===== src/rtl/pwxc_stream_driver.sv =====
// Feeds buffer A then buffer B to a correlator as one contiguous stream and
// collects the signed result, with a bounded wait and a sticky timeout flag.
module pwxc_stream_driver #(
  parameter int M          = 3,
  parameter int N          = 3,
  parameter int DATA_WIDTH = 16,
  parameter int TIMEOUT    = 64,
  localparam int MAX_MN    = (M > N) ? M : N,
  localparam int AW        = (MAX_MN > 1) ? $clog2(MAX_MN) : 1
) (
  input  logic                    clk,
  input  logic                    reset,
  input  logic                    wr_en,
  input  logic                    wr_sel,
  input  logic [AW-1:0]           wr_addr,
  input  logic [DATA_WIDTH-1:0]   wr_data,
  input  logic                    start,
  output logic                    valid_in_A,
  output logic                    valid_in_B,
  output logic [DATA_WIDTH-1:0]   a_out,
  output logic [DATA_WIDTH-1:0]   b_out,
  input  logic                    corr_valid,
  input  logic [2*DATA_WIDTH-1:0] corr_in,
  output logic                    busy,
  output logic [2*DATA_WIDTH-1:0] result,
  output logic                    done,
  output logic                    timeout_err
);

  localparam int WW = (TIMEOUT > 1) ? $clog2(TIMEOUT) : 1;
  localparam logic [AW-1:0] A_LAST    = AW'(M - 1);
  localparam logic [AW-1:0] B_LAST    = AW'(N - 1);
  localparam logic [WW-1:0] WAIT_LAST = WW'(TIMEOUT - 1);

  localparam logic [1:0] IDLE     = 2'd0;
  localparam logic [1:0] SEND_A   = 2'd1;
  localparam logic [1:0] SEND_B   = 2'd2;
  localparam logic [1:0] WAIT_RES = 2'd3;

  logic [1:0]            state;
  logic [AW-1:0]         idx;
  logic [AW-1:0]         idx_next;
  logic [WW-1:0]         wait_cnt;
  logic [DATA_WIDTH-1:0] buf_a [M];
  logic [DATA_WIDTH-1:0] buf_b [N];

  assign idx_next = idx + AW'(1);

  // Sample buffers only accept writes between transactions, so a stream is never torn.
  always_ff @(posedge clk or negedge reset) begin
    if (!reset) begin
      for (int i = 0; i < M; i++) buf_a[i] <= '0;
      for (int i = 0; i < N; i++) buf_b[i] <= '0;
    end else if (wr_en && !busy) begin
      if (!wr_sel && (wr_addr <= A_LAST)) buf_a[wr_addr] <= wr_data;
      if (wr_sel && (wr_addr <= B_LAST))  buf_b[wr_addr] <= wr_data;
    end
  end

  // Outputs are loaded on the same edge that enters each step, so they line up with the state.
  always_ff @(posedge clk or negedge reset) begin
    if (!reset) begin
      state       <= IDLE;
      idx         <= '0;
      wait_cnt    <= '0;
      valid_in_A  <= 1'b0;
      valid_in_B  <= 1'b0;
      a_out       <= '0;
      b_out       <= '0;
      busy        <= 1'b0;
      result      <= '0;
      done        <= 1'b0;
      timeout_err <= 1'b0;
    end else begin
      done <= 1'b0;
      case (state)
        IDLE: begin
          if (start) begin
            state       <= SEND_A;
            idx         <= '0;
            timeout_err <= 1'b0;
            busy        <= 1'b1;
            valid_in_A  <= 1'b1;
            valid_in_B  <= 1'b0;
            a_out       <= buf_a[0];
            b_out       <= '0;
          end
        end
        SEND_A: begin
          if (idx == A_LAST) begin
            state      <= SEND_B;
            idx        <= '0;
            valid_in_B <= 1'b1;
            a_out      <= '0;
            b_out      <= buf_b[0];
          end else begin
            idx   <= idx_next;
            a_out <= buf_a[idx_next];
          end
        end
        SEND_B: begin
          if (idx == B_LAST) begin
            state      <= WAIT_RES;
            wait_cnt   <= '0;
            valid_in_A <= 1'b0;
            valid_in_B <= 1'b0;
            b_out      <= '0;
          end else begin
            idx   <= idx_next;
            b_out <= buf_b[idx_next];
          end
        end
        WAIT_RES: begin
          // A result arriving on the last permitted cycle still counts as success.
          if (corr_valid) begin
            result <= corr_in;
            done   <= 1'b1;
            busy   <= 1'b0;
            state  <= IDLE;
          end else if (wait_cnt == WAIT_LAST) begin
            timeout_err <= 1'b1;
            busy        <= 1'b0;
            state       <= IDLE;
          end else begin
            wait_cnt <= wait_cnt + WW'(1);
          end
        end
        default: begin
          state      <= IDLE;
          busy       <= 1'b0;
          valid_in_A <= 1'b0;
          valid_in_B <= 1'b0;
          a_out      <= '0;
          b_out      <= '0;
        end
      endcase
    end
  end

endmodule


===== config.mk =====
export PLATFORM = sky130hd
export DESIGN_NAME = pwxc_stream_driver
export DESIGN_NICKNAME = d
export VERILOG_FILES = /design/src/rtl/pwxc_stream_driver.sv
export SDC_FILE = /design/constraint.sdc
export NUM_CORES = 1
export LEC_CHECK = 0
export BUFFER_PORTS_ARGS = -buffer_cell sky130_fd_sc_hd__buf_2
export CAP_MARGIN = 30
export CORE_MARGIN = 3
export CORE_UTILIZATION = 57
export CTS_CLUSTER_DIAMETER = 200
export DETAILED_ROUTE_END_ITERATION = 16
export GPL_ROUTABILITY_DRIVEN = 0
export PLACE_DENSITY_LB_ADDON = 0.15
export SLEW_MARGIN = 20
export SYNTH_ARGS = -nofsm -noshare
export SYNTH_HDL_FRONTEND = slang
export SYNTH_SLANG_ARGS = --single-unit

===== constraint.sdc =====
create_clock -name clk -period 2.7 [get_ports clk]
set_clock_uncertainty 0.05 [all_clocks]
set_input_delay 0.27 -clock clk [delete_from_list [all_inputs] [get_ports clk]]
set_output_delay 0.27 -clock clk [all_outputs]
set_load 0.005 [all_outputs]

==> tab_implementation.tex <==
\begin{tabular}{lr}
\hline
Metric & Value \\
\hline
\multicolumn{2}{l}{\textbf{Drt}} \\
\quad Ratio of routed vias to standard cells & 5.77 \\
\quad Routed Wire Length & 17.6 mm \\
\quad WL/cell & 18.9 um \\
\quad DRC violations left & 0 \\
\quad Initial DRT Pass Iterations & 4 \\
\quad First DRT Iteration DRCs & 397 \\
\quad Via Count & 5393 \\
\quad Remaining antenna violation count & 0 \\
\multicolumn{2}{l}{\textbf{Power and ir drop}} \\
\quad Worst IR Drop VDD & 0.688 mV \\
\quad Overall power & 11.4 mW \\
\quad Power density of the placed cells & 1220 nW/um\^{}2 \\
\quad Leakage power figure & 4.36 nW \\
\multicolumn{2}{l}{\textbf{Outcome}} \\
\quad Result of the run & finished clean \\
\multicolumn{2}{l}{\textbf{Timing}} \\
\quad Shortest clock period the worst path allows after layout & 2.46 ns \\
\quad Setup TNS & 0 ns \\
\quad Tightest Pin Transition & 0.885 ns \\
\quad Headroom to the max-slew limit & 41.0\% \\
\quad Crit share post-route & 91.1\% \\
\quad Fin worst setup slack & 0.241 ns \\
\quad Count of final max-slew check failures & 0 \\
\quad Number of setup violations in the final report & 0 \\
\quad Final hold violations & 0 \\
\quad Setup repair after global routing missed its margin & no \\
\quad Fmax & 407 MHz \\
\multicolumn{2}{l}{\textbf{Critical path}} \\
\quad Setup CP Type & flop to flop \\
\quad Cell with the largest stage delay on the worst path & sky130\_fd\_sc\_hd\_\_or3\_1 \\
\quad Worst r2r path cells & 7 \\
\quad Series of cell instances along the critical path & clkinv\_1 -> buf\_4 -> ha\_1 -> nor2b\_1 -> or3\_1 -> nor2\_8 -> a22o\_1 \\
\quad Critical path data required time & 3.00 ns \\
\quad Largest fanout on the critical path & 19 \\
\quad Start of the worst register-to-register path & idx[0]\$\_DFFE\_PN0P\_ \\
\quad Setup slack of the worst register-to-register path & 0.24 ns \\
\quad Kind of launch point of the worst setup path & flop \\
\quad Delay contributed by the slowest stage of the critical path & 0.68 ns \\
\quad Category of the worst setup path capture point & flop \\
\quad Capturing point of the worst reg2reg path & b\_out[12]\$\_DFFE\_PN0P\_ \\
\quad Data arrival time of the critical path & 2.76 ns \\
\multicolumn{2}{l}{\textbf{Logic synthesis}} \\
\quad Top-area cell type share of the netlist area & 54.5\% \\
\quad Average footprint of a synthesized cell & 12.7 um\^{}2 \\
\quad Count of unique library cells instantiated by Yosys & 47 \\
\quad Cell types occupying the most area after synthesis & sky130\_fd\_sc\_hd\_\_dfrtp\_1 54\%, sky130\_fd\_sc\_hd\_\_mux2\_2 18\%, sky130\_fd\_sc\_hd\_\_a21oi\_1 2.6\% \\
\quad Cell type with the largest total area after synthesis & sky130\_fd\_sc\_hd\_\_dfrtp\_1 \\
\quad Count of yosys warnings during synthesis & 0 \\
\quad Syn\_nets & 695 \\
\quad Synth Flop Type & sky130\_fd\_sc\_hd\_\_dfrtp\_1 \\
\quad Share of flip-flops with an asynchronous set or reset after synthesis & 100\% \\
\quad Number of synthesized flops with an enable pin & 0 \\
\quad Proportion of synthesized chip area in sequential cells & 54.5\% \\
\quad \#FFs+latches synth & 175 \\
\quad Count of mapped cells out of synthesis & 631 \\
\quad Post-synthesis cell area & 8040 um\^{}2 \\
\multicolumn{2}{l}{\textbf{Global route}} \\
\quad Via count of the first global-routing pass & 5586 \\
\quad Pin count of the biggest net entering global routing & 62 \\
\quad Overall overflow remaining after global route & 0 \\
\quad Wire length of the first global-routing pass & 29.0 mm \\
\quad Total global routing track utilization & 23.3\% \\
\quad Initial antenna violation count & 0 \\
\multicolumn{2}{l}{\textbf{Floorplanning}} \\
\quad Number of placed I/O pins & 125 \\
\quad Width of the die & 125 um \\
\quad Vertical extent of the die & 125 um \\
\quad Total Die Area & 15600 um\^{}2 \\
\quad Core region area & 13500 um\^{}2 \\
\quad Starting utilization of the core area & 59.5\% \\
\quad Cell row count & 42 \\
\multicolumn{2}{l}{\textbf{Cells and area}} \\
\quad Final Net Count & 812 \\
\quad Area added between synthesis and finish & 16.2\% \\
\quad Final cell utilization of the core & 69.2\% \\
\quad Design area & 9340 um\^{}2 \\
\quad Share of final-layout standard cells stronger than drive strength 1 & 42.0\% \\
\quad Antenna fix cells & 0 \\
\multicolumn{2}{l}{\textbf{Placement}} \\
\quad Area after DPL & 8780 um\^{}2 \\
\quad Port Buffer Count & 124 \\
\quad HPWL after detailed placement & 11.7 mm \\
\quad Place WS & 0.286 ns \\
\multicolumn{2}{l}{\textbf{Min path}} \\
\quad Launch point of the worst hold path & corr\_in[22] \\
\quad Class of the worst hold path & input pin to flop \\
\quad Cell depth of the worst min-delay path & 2 \\
\quad Hold-critical path endpoint & result[22]\$\_DFFE\_PN0P\_ \\
\multicolumn{2}{l}{\textbf{Clock tree}} \\
\quad Clock latency at the later pin of the worst-skew pair & 0.41 ns \\
\quad Total number of clock tree sinks & 175 \\
\quad Clock tree buffer depth & 2 \\
\quad Clk Tree Root Cell & sky130\_fd\_sc\_hd\_\_clkbuf\_16 \\
\quad Clock transition at path regs & 0.07 ns \\
\quad CTS H-Tree Depth & 4 \\
\quad TritonCTS clock tree & built \\
\quad TritonCTS buffer count & 17 \\
\multicolumn{2}{l}{\textbf{Job}} \\
\quad Max-Cap Viols & 0 \\
\hline
\end{tabular}
-- power breakdown --
group	switching, mW	leakage (nW)	total (mW)	internal, mW
sequential	0.703	2.20	4.55	3.85
combinational	2.28	1.90	4.58	2.30
clock	0.968	0.267	2.28	1.31
total	3.95	4.36	11.4	7.46
-- registers in the layout, summed over array words and instances (netlist names) --
register / flops
a_out: 16
b_out: 16
buf_a: 48
buf_b: 48
busy: 1
done: 1
idx: 2
result: 32
state: 2
timeout_err: 1
valid_in_A: 1
valid_in_B: 1
wait_cnt: 6
-- per-layer routing --
| metal | vias to the layer above | global-route usage (%) | share of wire, % |
|---|---|---|---|
| met2 | 142 | 38.0 | 49 |
| met3 | 26 | 3.69 | 4.9 |
| li1 | 2502 | - | - |
| met5 | - | 0 | 0 |
| met4 | 0 | 8.32 | 2.0 |
| met1 | 2723 | 31.7 | 44 |
-- worst max-delay path by stage --
stage                             from               endpoint  slack [ns]  depth (start not counted)
CTS                 idx[0]$_DFFE_PN0P_  b_out[12]$_DFFE_PN0P_        0.25                          7
global placement    idx[0]$_DFFE_PN0P_  b_out[10]$_DFFE_PN0P_        0.37                          7
floorplan           idx[0]$_DFFE_PN0P_   b_out[1]$_DFFE_PN0P_        0.27                         10
global route        idx[0]$_DFFE_PN0P_  b_out[13]$_DFFE_PN0P_        0.12                          7
detailed placement  idx[0]$_DFFE_PN0P_   b_out[0]$_DFFE_PN0P_        0.29                          7
finish              idx[0]$_DFFE_PN0P_  b_out[12]$_DFFE_PN0P_        0.24                          7
-- what timing repair did --
item | in CTS | in global routing
setup buffers | 0 | 0
setup endpoints to repair | 0 | 0
hold buffers | 1 | 0
hold endpoints to repair | 58 | 0
resized for setup | 0 | 0
-- cells in the mapped netlist, types with 8 or more instances --
master                      instances
sky130_fd_sc_hd__buf_2             12
sky130_fd_sc_hd__buf_6              8
sky130_fd_sc_hd__o2bb2ai_1         16
sky130_fd_sc_hd__nor2b_1           18
sky130_fd_sc_hd__dfrtp_1          175
sky130_fd_sc_hd__a21oi_1           41
sky130_fd_sc_hd__inv_1              8
sky130_fd_sc_hd__nor3b_1           17
sky130_fd_sc_hd__ha_1               8
sky130_fd_sc_hd__mux2i_1           18
sky130_fd_sc_hd__clkbuf_1          18
sky130_fd_sc_hd__nand2_1           40
sky130_fd_sc_hd__mux2_4            10
sky130_fd_sc_hd__o21ai_0           37
sky130_fd_sc_hd__a22o_1            17
sky130_fd_sc_hd__mux2_2           132
-- cells by family (layout without fill, tap and decap cells) --
family                   Yosys count  count (layout)  share of synthesized area, %
AO/OA/AOI/OAI                    126             126                          9.82
adder cells (fa/ha/maj)            8               8                          1.25
buffers and inverters             50             178                          3.36
flip-flops                       175             175                          54.5
multiplexers                     163             163                          23.0
AND/OR/NAND/NOR                  109             109                          8.08
-- per-stage QoR --
step	hold WS, ns	cells
6_report	0.0330	935
5_1_grt	0.0277	935
4_1_cts	0.0200	934
3_5_place_dp	0.243	903
3_3_place_gp	0.231	903
2_1_floorplan	-0.0756	631
-- critical path, delay by kind of cell, from the launching register on --
family,cells,cell delay (ns)
adders and majority gates,1,0.29
AOI/OAI and AO/OA,1,0.20
DFF,1,0.38
and+or+nand+nor,3,1.16
buffers and inverters,2,0.32
-- layout by cell type (no fill, tap or decap), types with 2 or more instances in the layout --
master	instances
sky130_fd_sc_hd__clkinv_2	3
sky130_fd_sc_hd__clkinv_1	2
sky130_fd_sc_hd__mux2_1	3
sky130_fd_sc_hd__ha_1	7
sky130_fd_sc_hd__o21ai_1	2
sky130_fd_sc_hd__o2bb2ai_1	16
sky130_fd_sc_hd__nand4_1	2
sky130_fd_sc_hd__mux2_4	10
sky130_fd_sc_hd__nand3_1	4
sky130_fd_sc_hd__o22a_1	2
sky130_fd_sc_hd__clkbuf_16	17
sky130_fd_sc_hd__buf_2	123
sky130_fd_sc_hd__o21ai_0	37
sky130_fd_sc_hd__mux2i_1	17
sky130_fd_sc_hd__nor2_1	6
sky130_fd_sc_hd__mux2_2	132
sky130_fd_sc_hd__buf_6	2
sky130_fd_sc_hd__inv_1	8
sky130_fd_sc_hd__nor3b_1	17
sky130_fd_sc_hd__o211ai_1	2
sky130_fd_sc_hd__dfrtp_1	175
sky130_fd_sc_hd__and3_1	3
sky130_fd_sc_hd__clkinvlp_4	2
sky130_fd_sc_hd__nand2_1	40
sky130_fd_sc_hd__clkbuf_1	2
sky130_fd_sc_hd__nor3_1	3
sky130_fd_sc_hd__a31oi_1	3
sky130_fd_sc_hd__or3_1	3
sky130_fd_sc_hd__buf_12	2
sky130_fd_sc_hd__a22o_1	17
sky130_fd_sc_hd__clkbuf_8	6
sky130_fd_sc_hd__nor2b_1	18
sky130_fd_sc_hd__buf_4	10
sky130_fd_sc_hd__a21oi_1	41
-- layout make-up --
type	instances	area [um^2]
repair buffers	138	763
multi-input cells	406	3400
clock buffers	25	515
flip-flops and latches	175	4380
fillers	968	4160
inverters	10	37.5
clock inverters	5	30.0
well taps	176	220
Note: power is estimated with default switching activity, not from simulation.
